**config.mk**
```make
export PLATFORM = sky130hd
export DESIGN_NAME = stage4_memory
export DESIGN_NICKNAME = d
export VERILOG_FILES = /design/src/rtl/pipeline_pkg.sv /design/src/rtl/load_extend.sv /design/src/rtl/stage4_memory.sv
export SDC_FILE = /design/constraint.sdc
export NUM_CORES = 1
export LEC_CHECK = 0
export BUFFER_PORTS_ARGS = -buffer_cell sky130_fd_sc_hd__buf_2
export CORE_MARGIN = 1.5
export CORE_UTILIZATION = 54
export CTS_BUF_LIST = sky130_fd_sc_hd__clkbuf_16
export DETAILED_ROUTE_END_ITERATION = 6
export PLACE_DENSITY = 0.82
export SLEW_MARGIN = 20
export SYNTH_ARGS = -nofsm -noshare
export SYNTH_HDL_FRONTEND = slang
export SYNTH_SLANG_ARGS = --single-unit
```
**constraint.sdc**
```tcl
create_clock -name clk -period 3.38 [get_ports clk]
set_input_delay 0.507 -clock clk [delete_from_list [all_inputs] [get_ports clk]]
set_output_delay 0.507 -clock clk [all_outputs]
set_load 0.02 [all_outputs]
```
**src/rtl/pipeline_pkg.sv**
```systemverilog
// ----------------------------------------------------------------------------
// pipeline_pkg
// Types and helpers shared by the pipeline stages.
//   data_t / addr_t / reg_id_t / bool_t : basic datapath types
//   mem_size_e                          : BYTE / HALF / WORD access size
//   mem_state_e                         : memory-stage bus FSM states
//   is_misaligned / store_wdata / store_wstrb : access-size helpers
// ----------------------------------------------------------------------------
package pipeline_pkg;

    typedef logic [31:0] data_t;
    typedef logic [31:0] addr_t;
    typedef logic [4:0]  reg_id_t;
    typedef logic        bool_t;

    typedef enum logic [1:0] {
        MEM_BYTE = 2'd0,
        MEM_HALF = 2'd1,
        MEM_WORD = 2'd2
    } mem_size_e;

    typedef enum logic [1:0] {
        ST_IDLE     = 2'd0,
        ST_REQ      = 2'd1,
        ST_WAIT_RSP = 2'd2
    } mem_state_e;

    // Half accesses need an even address, word accesses a 4-byte aligned one.
    // The unused encoding is treated like a word.
    function automatic bool_t is_misaligned(input mem_size_e size, input logic [1:0] offset);
        case (size)
            MEM_BYTE: return 1'b0;
            MEM_HALF: return offset[0];
            default:  return (offset != 2'b00);
        endcase
    endfunction

    // Store data replicated onto every lane it could occupy, so the strobes
    // alone pick the bytes that land in memory.
    function automatic data_t store_wdata(input mem_size_e size, input data_t rs2);
        case (size)
            MEM_BYTE: return {4{rs2[7:0]}};
            MEM_HALF: return {2{rs2[15:0]}};
            default:  return rs2;
        endcase
    endfunction

    function automatic logic [3:0] store_wstrb(input mem_size_e size, input logic [1:0] offset);
        case (size)
            MEM_BYTE: return 4'b0001 << offset;
            MEM_HALF: return 4'b0011 << offset;
            default:  return 4'b1111;
        endcase
    endfunction

endpackage

```
**src/rtl/load_extend.sv**
```systemverilog
// ----------------------------------------------------------------------------
// load_extend
// Picks the addressed byte/half out of a raw aligned memory word and sign- or
// zero-extends it to 32 bits. Purely combinational.
//   rdata       in  32  raw aligned word from memory
//   offset      in  2   address bits [1:0] of the access
//   size        in  2   mem_size_e encoding
//   is_unsigned in  1   1: zero-extend, 0: sign-extend
//   data        out 32  extended load result
// ----------------------------------------------------------------------------
module load_extend
    import pipeline_pkg::*;
(
    input  logic [31:0] rdata,
    input  logic [1:0]  offset,
    input  logic [1:0]  size,
    input  logic        is_unsigned,
    output logic [31:0] data
);

    logic [7:0]  byte_sel;
    logic [15:0] half_sel;

    // NOTE: every signal assigned in an always_comb gets a value on every path
    // (defaults first), otherwise synthesis infers a latch.
    always_comb begin
        byte_sel = rdata[{offset, 3'b000} +: 8];
        half_sel = offset[1] ? rdata[31:16] : rdata[15:0];
        data     = rdata;
        case (mem_size_e'(size))
            MEM_BYTE: data = {{24{~is_unsigned & byte_sel[7]}}, byte_sel};
            MEM_HALF: data = {{16{~is_unsigned & half_sel[15]}}, half_sel};
            default:  data = rdata;
        endcase
    end

endmodule

```
**src/rtl/stage4_memory.sv**
```systemverilog
// ----------------------------------------------------------------------------
// stage4_memory
// Fourth pipeline stage: issues data-memory loads/stores on a valid/ready bus,
// aligns store data, extends load data and registers the write-back result.
// stall_out holds the upstream stages while an access is in flight.
//
// Parameters
//   CHECK_ALIGN  1: misaligned half/word accesses are dropped and flagged
//   BUS_TIMEOUT  cycles allowed in REQ / WAIT_RSP before a bus error (0 = never)
//
// Ports
//   clk, rst                         clock, synchronous active-high reset
//   alu_res, rs2_val, rd_idx         execute-stage result / store data / dest
//   mem_load_enable, mem_store_enable, reg_write_enable, mem_size, mem_unsigned
//                                    execute-stage control
//   dmem_req_*                       request channel (valid/ready)
//   dmem_rsp_valid, dmem_rsp_rdata   load response channel
//   stall_out                        combinational upstream hold
//   wb_data_out, rd_idx_out, reg_write_enable_out  registered write-back
//   misaligned_out, bus_error_out    registered one-cycle error pulses
// ----------------------------------------------------------------------------
module stage4_memory
    import pipeline_pkg::*;
#(
    parameter int CHECK_ALIGN = 1,
    parameter int BUS_TIMEOUT = 0
) (
    input  logic        clk,
    input  logic        rst,
    input  logic [31:0] alu_res,
    input  logic [31:0] rs2_val,
    input  logic [4:0]  rd_idx,
    input  logic        mem_load_enable,
    input  logic        mem_store_enable,
    input  logic        reg_write_enable,
    input  logic [1:0]  mem_size,
    input  logic        mem_unsigned,
    output logic        dmem_req_valid,
    input  logic        dmem_req_ready,
    output logic        dmem_req_write,
    output logic [31:0] dmem_req_addr,
    output logic [31:0] dmem_req_wdata,
    output logic [3:0]  dmem_req_wstrb,
    input  logic        dmem_rsp_valid,
    input  logic [31:0] dmem_rsp_rdata,
    output logic        stall_out,
    output logic [31:0] wb_data_out,
    output logic [4:0]  rd_idx_out,
    output logic        reg_write_enable_out,
    output logic        misaligned_out,
    output logic        bus_error_out
);

    localparam bit          TMO_EN   = (BUS_TIMEOUT > 0);
    localparam logic [15:0] TMO_LAST = TMO_EN ? 16'(BUS_TIMEOUT - 1) : 16'd0;

    mem_state_e  state_q, state_d;

    // Request fields captured at issue; the execute stage is free to change
    // its outputs while we stall.
    addr_t       lat_addr_q;
    mem_size_e   lat_size_q;
    bool_t       lat_unsigned_q;
    bool_t       lat_write_q;
    bool_t       lat_rwe_q;
    reg_id_t     lat_rd_q;
    data_t       lat_wdata_q;
    logic [3:0]  lat_wstrb_q;

    logic [15:0] tmo_cnt_q;

    mem_size_e   in_size;
    logic        mem_op;
    logic        misaligned;
    logic        tmo_last;
    data_t       load_data;

    // FSM decode results
    logic        idle_issue;
    logic        enter_wait;
    logic        wb_pass;
    logic        load_done;
    logic        flag_misaligned;
    logic        timeout_hit;

    assign in_size    = mem_size_e'(mem_size);
    assign mem_op     = mem_load_enable | mem_store_enable;
    assign misaligned = (CHECK_ALIGN != 0) && is_misaligned(in_size, alu_res[1:0]);
    assign tmo_last   = TMO_EN && (tmo_cnt_q == TMO_LAST);

    load_extend u_load_extend (
        .rdata       (dmem_rsp_rdata),
        .offset      (lat_addr_q[1:0]),
        .size        (lat_size_q),
        .is_unsigned (lat_unsigned_q),
        .data        (load_data)
    );

    // ------------------------------------------------------------------
    // Next state, bus request and stall
    // ------------------------------------------------------------------
    always_comb begin
        state_d         = state_q;
        dmem_req_valid  = 1'b0;
        dmem_req_write  = mem_store_enable;
        dmem_req_addr   = {alu_res[31:2], 2'b00};
        dmem_req_wdata  = store_wdata(in_size, rs2_val);
        dmem_req_wstrb  = mem_store_enable ? store_wstrb(in_size, alu_res[1:0]) : 4'h0;
        stall_out       = 1'b0;
        idle_issue      = 1'b0;
        enter_wait      = 1'b0;
        wb_pass         = 1'b0;
        load_done       = 1'b0;
        flag_misaligned = 1'b0;
        timeout_hit     = 1'b0;

        case (state_q)
            ST_IDLE: begin
                if (!mem_op) begin
                    wb_pass = 1'b1;
                end else if (misaligned) begin
                    flag_misaligned = 1'b1;
                end else begin
                    dmem_req_valid = 1'b1;
                    idle_issue     = 1'b1;
                    if (!dmem_req_ready) begin
                        state_d   = ST_REQ;
                        stall_out = 1'b1;
                    end else if (!mem_store_enable) begin
                        state_d    = ST_WAIT_RSP;
                        enter_wait = 1'b1;
                        stall_out  = 1'b1;
                    end
                    // accepted store: completes this cycle, no stall
                end
            end

            ST_REQ: begin
                dmem_req_valid = 1'b1;
                dmem_req_write = lat_write_q;
                dmem_req_addr  = {lat_addr_q[31:2], 2'b00};
                dmem_req_wdata = lat_wdata_q;
                dmem_req_wstrb = lat_wstrb_q;
                stall_out      = 1'b1;
                if (dmem_req_ready) begin
                    if (lat_write_q) begin
                        state_d   = ST_IDLE;
                        stall_out = 1'b0;
                    end else begin
                        state_d    = ST_WAIT_RSP;
                        enter_wait = 1'b1;
                    end
                end else if (tmo_last) begin
                    // Abandon the access; dropping the stall lets upstream
                    // move past the failed instruction.
                    timeout_hit = 1'b1;
                    stall_out   = 1'b0;
                    state_d     = ST_IDLE;
                end
            end

            ST_WAIT_RSP: begin
                stall_out = !dmem_rsp_valid;
                if (dmem_rsp_valid) begin
                    load_done = 1'b1;
                    state_d   = ST_IDLE;
                end else if (tmo_last) begin
                    timeout_hit = 1'b1;
                    stall_out   = 1'b0;
                    state_d     = ST_IDLE;
                end
            end

            default: state_d = ST_IDLE;
        endcase
    end

    // ------------------------------------------------------------------
    // State register
    // ------------------------------------------------------------------
    // NOTE: sequential state uses non-blocking assignments so every register
    // samples the pre-edge values regardless of statement order.
    always_ff @(posedge clk) begin
        if (rst) state_q <= ST_IDLE;
        else     state_q <= state_d;
    end

    // ------------------------------------------------------------------
    // Request latch
    // ------------------------------------------------------------------
    // NOTE: these are plain flops, not a memory array, so resetting them is
    // cheap and keeps the load path free of X after reset.
    always_ff @(posedge clk) begin
        if (rst) begin
            lat_addr_q     <= '0;
            lat_size_q     <= MEM_BYTE;
            lat_unsigned_q <= 1'b0;
            lat_write_q    <= 1'b0;
            lat_rwe_q      <= 1'b0;
            lat_rd_q       <= '0;
            lat_wdata_q    <= '0;
            lat_wstrb_q    <= '0;
        end else if (idle_issue) begin
            lat_addr_q     <= alu_res;
            lat_size_q     <= in_size;
            lat_unsigned_q <= mem_unsigned;
            lat_write_q    <= mem_store_enable;
            lat_rwe_q      <= reg_write_enable;
            lat_rd_q       <= rd_idx;
            lat_wdata_q    <= store_wdata(in_size, rs2_val);
            lat_wstrb_q    <= mem_store_enable ? store_wstrb(in_size, alu_res[1:0]) : 4'h0;
        end
    end

    // ------------------------------------------------------------------
    // Timeout counter: restarts on every entry to REQ or WAIT_RSP
    // ------------------------------------------------------------------
    always_ff @(posedge clk) begin
        if (rst) begin
            tmo_cnt_q <= '0;
        end else if (state_q == ST_IDLE || enter_wait || state_d == ST_IDLE) begin
            tmo_cnt_q <= '0;
        end else if (TMO_EN) begin
            tmo_cnt_q <= tmo_cnt_q + 16'd1;
        end
    end

    // ------------------------------------------------------------------
    // Write-back registers; anything other than a pass-through or a load
    // completion is a bubble.
    // ------------------------------------------------------------------
    always_ff @(posedge clk) begin
        if (rst) begin
            wb_data_out          <= '0;
            rd_idx_out           <= '0;
            reg_write_enable_out <= 1'b0;
            misaligned_out       <= 1'b0;
            bus_error_out        <= 1'b0;
        end else begin
            misaligned_out <= flag_misaligned;
            bus_error_out  <= timeout_hit;
            if (wb_pass) begin
                wb_data_out          <= alu_res;
                rd_idx_out           <= rd_idx;
                reg_write_enable_out <= reg_write_enable;
            end else if (load_done) begin
                wb_data_out          <= load_data;
                rd_idx_out           <= lat_rd_q;
                reg_write_enable_out <= lat_rwe_q;
            end else begin
                reg_write_enable_out <= 1'b0;
            end
        end
    end

endmodule

```
# Word-level counts from Yosys, hierarchy flattened
# Cells that the tools add are included.
[classes] bitwise=6 n_shift=3 n_reduce_logical=8 eq_ne=9 n_mul=0 muxes=40 add_sub_neg=0 n_lt_le_gt_ge=0 n_div=0
[ops] op="two-way mux 32 bit" count=4
[ops] op="case mux 32 bit (2 select lines)" count=2
[ops] op="variable part select 32 x 6 -> 8 bit" count=1
[ops] op="two-way mux 1 bit" count=17
[ops] op="two-way mux 16 bit" count=1
[ops] op="two-way mux 2 bit" count=7
[ops] op="two-way mux 5 bit" count=2
[ops] op="two-way mux 4 bit" count=2
[ops] op="!= test 2 bit (second input constant)" count=4
[ops] op="case mux 4 bit (2 select lines)" count=1
[ops] op="== test 2 x 1 -> 1 bit (second input constant)" count=3
[ops] op="logical NOT 2 bit" count=3
[ops] op="case mux 2 bit (3 select lines)" count=1
[ops] op="AND reduction 5 bit" count=1
[ops] op="case mux 1 bit (2 select lines)" count=2
[ops] op="nonzero test 2 bit" count=2
[ops] op="left shift 1 x 2 -> 4 bit (first input constant)" count=1
[ops] op="left shift 2 x 2 -> 4 bit (first input constant)" count=1
[ops] op="!= test 3 bit (second input constant)" count=1
[ops] op="inverter 1 bit" count=3
[ops] op="case mux 1 bit (3 select lines)" count=1
[ops] op="OR reduction 3 bit" count=1
[ops] op="bitwise AND 1 bit" count=2
[ops] op="== test 2 bit (second input constant)" count=1
[ops] op="other kinds (2)" count=2
[totals] register_bits=119 latchBits=0 input_bits=111 elab_cells=79 ramBits=0 mem_count=0 romBits=0 output_inout_bits=111

# Logic depth before layout (Yosys ltp)
# Gate-level depths: netlist of the first run.
[logic_depth] depth_word=5 ltp_mapped=7 mapped_depth_nobuf=4

# Cells and area by module
# From an unflattened synthesis of the first run, not the netlist that was laid out.
[unflattened] hier_cells=904 area_unflattened_um2=6919.1
[modules_own_cells] mod="stage4_memory" area_per_inst_um2=6224.7 cells_per_inst=782 n_inst=1 seq_area_each_um2=2382.3
[modules_own_cells] mod="load_extend" area_per_inst_um2=694.4 cells_per_inst=122 n_inst=1 seq_area_each_um2=0.0

# Worst setup path before layout of the first run
# No wires, ideal clock.
[synth_path] path_kind="input to output" from="in mem_size[0]" to="out dmem_req_wstrb[2]" path_buffers=2 arrival_ns=1.766 cell_stages=6 path_slack_ns=1.107 required_time_ns=2.873 cell_sequence="clkbuf_1 buf_2 a21oi_1 a21oi_1 nor2_1 o21ai_0"
[synth_via] elab_chain_len=4 word_cells_on_any_way=5 classes_between="eq/ne: 1; mux: 3; reduce/logical: 1"
[synth_rtl] element="start: declaration" line="stage4_memory.sv:36" rtl="input logic [1:0] mem_size,"
[synth_rtl] element="== test 2 x 1 -> 1 bit / logical NOT 2 bit (equally long branches)" line="pipeline_pkg.sv:49" rtl="case (size)"
[synth_rtl] element="case mux 4 bit (2 select lines) *" line="pipeline_pkg.sv:49"
[synth_rtl] element="two-way mux 4 bit *" line="stage4_memory.sv:108" rtl="dmem_req_wstrb = mem_store_enable ? store_wstrb(in_size, alu_res[1:0]) : 4'h0;"
[synth_rtl] element="two-way mux 4 bit *" line="stage4_memory.sv:117" rtl="case (state_q)"
[synth_rtl] element="end: declaration" line="stage4_memory.sv:43" rtl="output logic [3:0] dmem_req_wstrb,"
# Mark *: on every way between the ends. The rest lies on a longest branch, timed or not.

# Worst setup path after layout of the first run
[layout_path] from="reg state_q[1]" to="out dmem_req_wstrb[2]"
[layout_via] elab_chain_len=2
[layout_rtl] element="start: declaration" line="stage4_memory.sv:57" rtl="mem_state_e state_q, state_d;"
[layout_rtl] element="start signal: assignment" line="stage4_memory.sv:185" rtl="else state_q <= state_d;"
[layout_rtl] element="== test 2 x 1 -> 1 bit" line="stage4_memory.sv:117"
[layout_rtl] element="two-way mux 4 bit" line="stage4_memory.sv:117"
# No other way between the ends.

==> results of run 1 <==
==> cells in the mapped netlist (4+ instances only) <==
master / n
o221ai_2: 18
nor2b_1: 4
a211oi_1: 17
mux2i_1: 33
o21ai_0: 38
dfxtp_1: 119
clkbuf_1: 40
nor3_1: 7
a22oi_1: 13
a21oi_1: 129
a22oi_2: 5
a21oi_2: 4
or3_1: 4
buf_2: 25
inv_1: 6
nand2_1: 279
o22ai_1: 12
buf_4: 7
nor2_1: 37
==> layout make-up <==
type                       instances  area (um2)
multi-input combinational        644        3528
tap                              143       178.9
fill                             977        3491
sequential                       119        2382
clock inverter                    15       205.2
clock buffer                      17       425.4
timing repair buffer             228        1181
inverter                           7       26.28
==> how the worst max path moves through the flow <==
stage	start	endpoint	slack, ns	cells after the start
finish	state_q[1]	dmem_req_wstrb[2]	0.60	5
global route	state_q[1]	dmem_req_wstrb[2]	0.40	5
CTS	state_q[1]	dmem_req_wstrb[2]	0.57	5
detailed placement	mem_size[1]	lat_wdata_q[21]	0.94	6
global placement	mem_size[1]	dmem_req_wdata[8]	0.98	5
floorplan	mem_size[0]	dmem_req_wstrb[2]	1.11	6
==> routing by layer <==
metal  part of all wire  routed length [um]  global-route usage  vias up
li1                   -                   -                   -     3253
met3              0.079                1539             0.06944       63
met1               0.42                8194              0.3984     3075
met5                  0                   0                   0        -
met2               0.47                9146              0.4914      317
met4              0.034                 669              0.1443        0
==> per-stage QoR <==
| stage | cell area, um2 | util | instances | hold slack [ns] | power, mW |
|---|---|---|---|---|---|
| after floorplan | 6312 | - | 848 | 0.4360 | 2.239 |
| after global placement | 7297 | 0.6391 | 1141 | 0.4405 | 2.528 |
| after detailed placement | 7297 | 0.6391 | 1141 | 0.4463 | 2.541 |
| after CTS | 7928 | 0.6943 | 1173 | 0.3396 | 4.450 |
| after global routing | 7928 | 0.6943 | 1173 | 0.3471 | 4.612 |
| final | 7928 | 0.6943 | 1173 | 0.3461 | 4.453 |
==> registers in the layout, indices dropped and copies added (netlist names) <==
signal                cells
reg_write_enable_out      1
misaligned_out            1
lat_addr_q               32
rd_idx_out                5
lat_wdata_q              32
lat_rwe_q                 1
wb_data_out              32
lat_rd_q                  5
lat_size_q                2
lat_write_q               1
lat_unsigned_q            1
lat_wstrb_q               4
state_q                   2
==> cells in the final DEF, fill, tap and decap left out, types with 5 or more instances in the layout <==
| cell | count |
|---|---|
| o221ai_2 | 17 |
| buf_4 | 10 |
| o21ai_0 | 38 |
| mux2i_1 | 33 |
| nand2_1 | 279 |
| a22oi_1 | 13 |
| clkbuf_16 | 17 |
| a21oi_1 | 129 |
| nor2_1 | 37 |
| buf_2 | 217 |
| clkinv_4 | 6 |
| nor3_1 | 7 |
| a22oi_2 | 5 |
| dfxtp_1 | 119 |
| inv_1 | 7 |
| o22ai_1 | 12 |
| a211oi_1 | 17 |
==> cell families (layout without fill, tap and decap cells) <==
family	count (synthesis)	after routing
AOI/OAI and AO/OA	253	253
buffers and inverters	85	267
DFF	119	119
muxes	34	34
other	1	3
and+or+nand+nor	354	354
==> worst reg2reg max path, cell delays in order (launching register included) <==
cell      delay (ns)
dfxtp_1         0.56
nand3b_1        0.67
nor2_1          0.72
o21ai_0         0.23
o22ai_1         0.19
==> power by group through the flow <==
stage / Sequential [mW] / Clock, mW / Combinational, mW
3_5_place_dp: 1.61 / 0 / 0.928
5_1_grt: 1.60 / 2.00 / 1.02
6_report: 1.59 / 1.92 / 0.943
2_1_floorplan: 1.64 / 0 / 0.604
3_3_place_gp: 1.61 / 0 / 0.917
4_1_cts: 1.59 / 1.93 / 0.937
==> run metrics, run 1 <==
pin count of the biggest net entering global routing 93; TNS Setup 0 ns; # clock sinks between 100 and 150; Power Density 561.7 mW/mm2; Synth area leader dfxtp_1; Place WS approximately 0.94 ns; die area ~0.012 mm2; CTS root buf clkbuf_16; DRT Pass-1 Iters 5; share of cells above drive strength 1 0.3000; PortBufs roughly 220; Iter 0 DRT Violations roughly 750; CP bufs+invs 2; clk slew on worst S/H paths 0.05 ns; all-layer global routing usage 0.3083; reg2reg start state_q[1]; Post-CTS Setup Inserts 0; crit path DAT around 2.3 ns; share of the synthesized area in the top cell type 0.3779; crit path launch type register; adder-cell share of the synthesized area 0; first-pass GRT wire length around 30 mm; Initial Util 0.5522; detailed-route wire length 19.55 mm; core footprint ~0.011 mm2; worst r2r dst wb_data_out[9]; Seq cells post-synth about 120; Final Setup Violations 0; Reg power frac 0.357; Area Overhead vs Synth 25.74%; Synth Warn # 0; post-synthesis xor/xnor area fraction 0; Clk network pwr share 0.432; Seq/Total Area, Yosys 0.3779; FMAX 0.3591 GHz; initial antenna violation count 0; Post-CTS Resized 0; FFs w/ async S/R, synth 0; Min-Delay Startpoint mem_unsigned; Synth Area in Simple Gates 0.2328; Placer Congestion between 0.9 and 1; Max Root-Sink Buffers 2; worst path cell trace nand2b_2 > buf_12 > nand2_1 > o21ai_0 > buf_2; final hold vios 0; FF-to-FF path depth 4; Die Y 111.1 um; fin crit period about 2.8 ns; drt wl/cell 16.67 um; CP Capture Type primary output; unrepaired setup endpoints after global routing no; number of global-route vias before repair around 5.9k; HPWL after DPL around 13 mm; P_sw around 1.4 mW; Post-CTS Hold Buffers 0; post-route setup slack just under 0.6 ns; main combinational cell family by area after synthesis compound AO/OA/AOI/OAI gates; complex-gate fraction of the synthesized area 0.2657; count of pins over their slew limit 0; Crit Path Max Fanout 60; DIE WIDTH about 110 um; Hold Crit Depth 3; diode count 0; Clock Latency Late Sink ~0.42 ns; mux contribution to synthesized area 0.05457; WS Path Type reg2out; status completed; Worst EP required about 2.9 ns; syn avg cell area between 7 and 8 um2; vias between 6k and 7k; switch share 0.3092; peak supply drop about 340 uV; Distinct cells, synth 52; Lkg Pwr between 3 and 4 nW; Worst path max stage delay approximately 0.56 ns; final-stage net count 1128; FF-to-FF setup slack around 0.93 ns; WHS Endpoint lat_unsigned_q; largest cells by area after synthesis dfxtp_1, nand2_1, a21oi_1; grt total ovfl 0; io pins approximately 220; slowest CP cell dfxtp_1; max-cap violation count 0; Syn Inst Count about 850; crit-path leading delay family simple AND/OR/NAND/NOR gates; DRC 0; # rows 39; Tcrit/Tclk final 0.8240; Synth Flop Type dfxtp_1; headroom to the max-slew limit 0.3107; CTS tree done; CTS buffer count 17; Post-Syn Area ~0.0063 mm2; Comb pwr share 0.212; vias per inst approximately 5.7; worst-margin pin slew ~1.0 ns; Routed Antenna Nets 0; H-Tree Depth 4; Hold Crit Class in2reg; clock skew between 0.01 and 0.015 ns; Post-synth EDFFs 0; Internal roughly 3 mW
Power figures use the tool's default switching activity.
==> run 2: changes to the inputs <==
--- a/config.mk
+++ b/config.mk
@@ -7,10 +7,10 @@
 export LEC_CHECK = 0
 export BUFFER_PORTS_ARGS = -buffer_cell sky130_fd_sc_hd__buf_2
 export CORE_MARGIN = 1.5
-export CORE_UTILIZATION = 54
+export CORE_UTILIZATION = 51
 export CTS_BUF_LIST = sky130_fd_sc_hd__clkbuf_16
 export DETAILED_ROUTE_END_ITERATION = 6
-export PLACE_DENSITY = 0.82
+export PLACE_DENSITY = 0.77
 export SLEW_MARGIN = 20
 export SYNTH_ARGS = -nofsm -noshare
 export SYNTH_HDL_FRONTEND = slang
==> constraint.sdc (replaced) <==
create_clock -name clk -period 2.8 [get_ports clk]
set_input_delay 0.42 -clock clk [delete_from_list [all_inputs] [get_ports clk]]
set_output_delay 0.42 -clock clk [all_outputs]
set_load 0.02 [all_outputs]
==> run metrics, run 2 (same netlist as run 1, synthesis figures left out) <==
# clock sinks roughly 120; count of pins over their slew limit 0; vias per inst 5.657; crit-path leading delay family flip-flops; headroom to the max-slew limit 0.3683; Final Non-Filler Cells 1181; Largest regs lat_addr_q (32), lat_wdata_q (32), wb_data_out (32); CP bufs+invs 2; final hold vios 0; Post-CTS Setup Inserts 0; all-layer global routing usage 0.2934; crit path DAT about 2.1 ns; Lkg Pwr about 3.5 nW; Post-CTS Hold Buffers 0; max-cap violation count 0; CTS tree done; FF-to-FF setup slack ~0.53 ns; PortBufs 218; Final Setup Violations 0; WHS Endpoint lat_rwe_q; Min-Delay Startpoint reg_write_enable; DRC 0; met1 Usage GRT 0.4013; pin count of the biggest net entering global routing a little over 80; Tcrit/Tclk final 0.8891; Area Overhead vs Synth 25.08%; clock skew between 0.01 and 0.015 ns; unrepaired setup endpoints after global routing no; commonest cells after routing, fill and taps aside nand2_1, buf_2, a21oi_1; FMAX about 0.40 GHz; worst-margin pin slew ~0.95 ns; Iter 0 DRT Violations between 500 and 600; worst r2r dst wb_data_out[2]; Crit Path Max Fanout 81; Worst EP required ~2.4 ns; WS Path Type reg2out; H-Tree Depth 4; Placer Congestion 0.9226; Post-CTS Resized 0; fin crit period around 2.5 ns; Max Root-Sink Buffers 2; DRT Pass-1 Iters 5; status completed; DP Area ~0.0073 mm2; CTS buffer count 17; Final Cell Area around 0.0079 mm2; CTS root buf clkbuf_16; most common cell after layout, fill and taps aside nand2_1; Initial Util 0.5249; GR met3 Demand/Resource 0.06194; Hold Crit Depth 3; peak supply drop about 460 uV; drt wl/cell 16.46 um; global routing usage on met2 0.4486; clk slew on worst S/H paths about 0.06 ns; core footprint ~0.012 mm2; Hold Crit Class in2reg; crit path launch type register; grt total ovfl 0; gr busiest metal met2; detailed-route wire length ~19 mm; number of global-route vias before repair 5858; DIE WIDTH 114.2 um; io pins 222; Die Y 114.2 um; Clock Latency Late Sink approximately 0.40 ns; HPWL after DPL approximately 14 mm; TNS Setup 0 ns; fin util 0.6566; # fillers roughly 1.1k; initial antenna violation count 1; vias approximately 6.7k; worst path cell trace nand2b_2 > buf_12 > nand2_1 > o21ai_0 > buf_2; first-pass GRT wire length 30.33 mm; final-stage net count 1132; FF-to-FF path depth 4; CP Capture Type primary output; reg2reg start lat_addr_q[1]; Routed Antenna Nets 0; share of cells above drive strength 1 0.3011; slowest CP cell dfxtp_1; Worst path max stage delay ~0.57 ns; die area between 0.01 and 0.015 mm2; # rows 40; Power Density roughly 640 mW/mm2; cell total after placement 1149
==> run 2: cell count changes in the layout (fill, tap and decap cells not counted), sizes merged <==
cell	change
clkinvlp	+5
bufinv	-3
diode	+1
clkinv	-2
inv	-1
buf	+4
==> run 2: worst max path at each step <==
stage	depth (start not counted)	to	start
after global routing	5	dmem_req_wstrb[2]	state_q[1]
after global placement	4	wb_data_out[2]	lat_addr_q[1]
after floorplan	6	dmem_req_wstrb[2]	mem_size[0]
after detailed placement	4	wb_data_out[2]	lat_addr_q[1]
final	5	dmem_req_wstrb[2]	state_q[1]
after CTS	5	dmem_req_wstrb[2]	state_q[1]
==> run 2: area by class of cell <==
cell class	count	area, um2	area share
clock buffers	17	425.4	0.05394
diodes	1	2.502	0.0003173
multi-input cells	644	3528	0.4474
repair buffers	232	1224	0.1552
clock inverters	14	113.9	0.01444
flip-flops and latches	119	2382	0.3021
well taps	147	183.9	0.02332
inverters	7	26.28	0.003332
==> run 2: worst min-delay path, stage by stage <==
cell	delay, ns
buf_2	0.10
nand2_1	0.05
a21oi_1	0.05
==> run 2: per-layer routing <==
layer	share of wire	wire, um
met5	0	0
met4	0.029	562
met3	0.069	1348
met2	0.46	8918
met1	0.44	8610
==> run 2: metrics by stage <==
stage          power (mW)  worst slack [ns]  hold slack, ns
6_report            5.051            0.3105          0.2648
5_1_grt             5.278            0.1605          0.2687
3_3_place_gp        3.065            0.6553          0.4416
3_5_place_dp        3.084            0.6034          0.4467
4_1_cts             5.065            0.3051          0.2503
2_1_floorplan       2.703            0.7007          0.4360
==> run 2: where the power goes <==
group	switching [mW]	total, mW	leakage [nW]	internal [mW]
clock network	0.788	1.99	0.247	1.20
logic	0.745	1.15	2.31	0.400
registers	0.0881	1.92	0.977	1.83
total	1.62	5.05	3.54	3.43
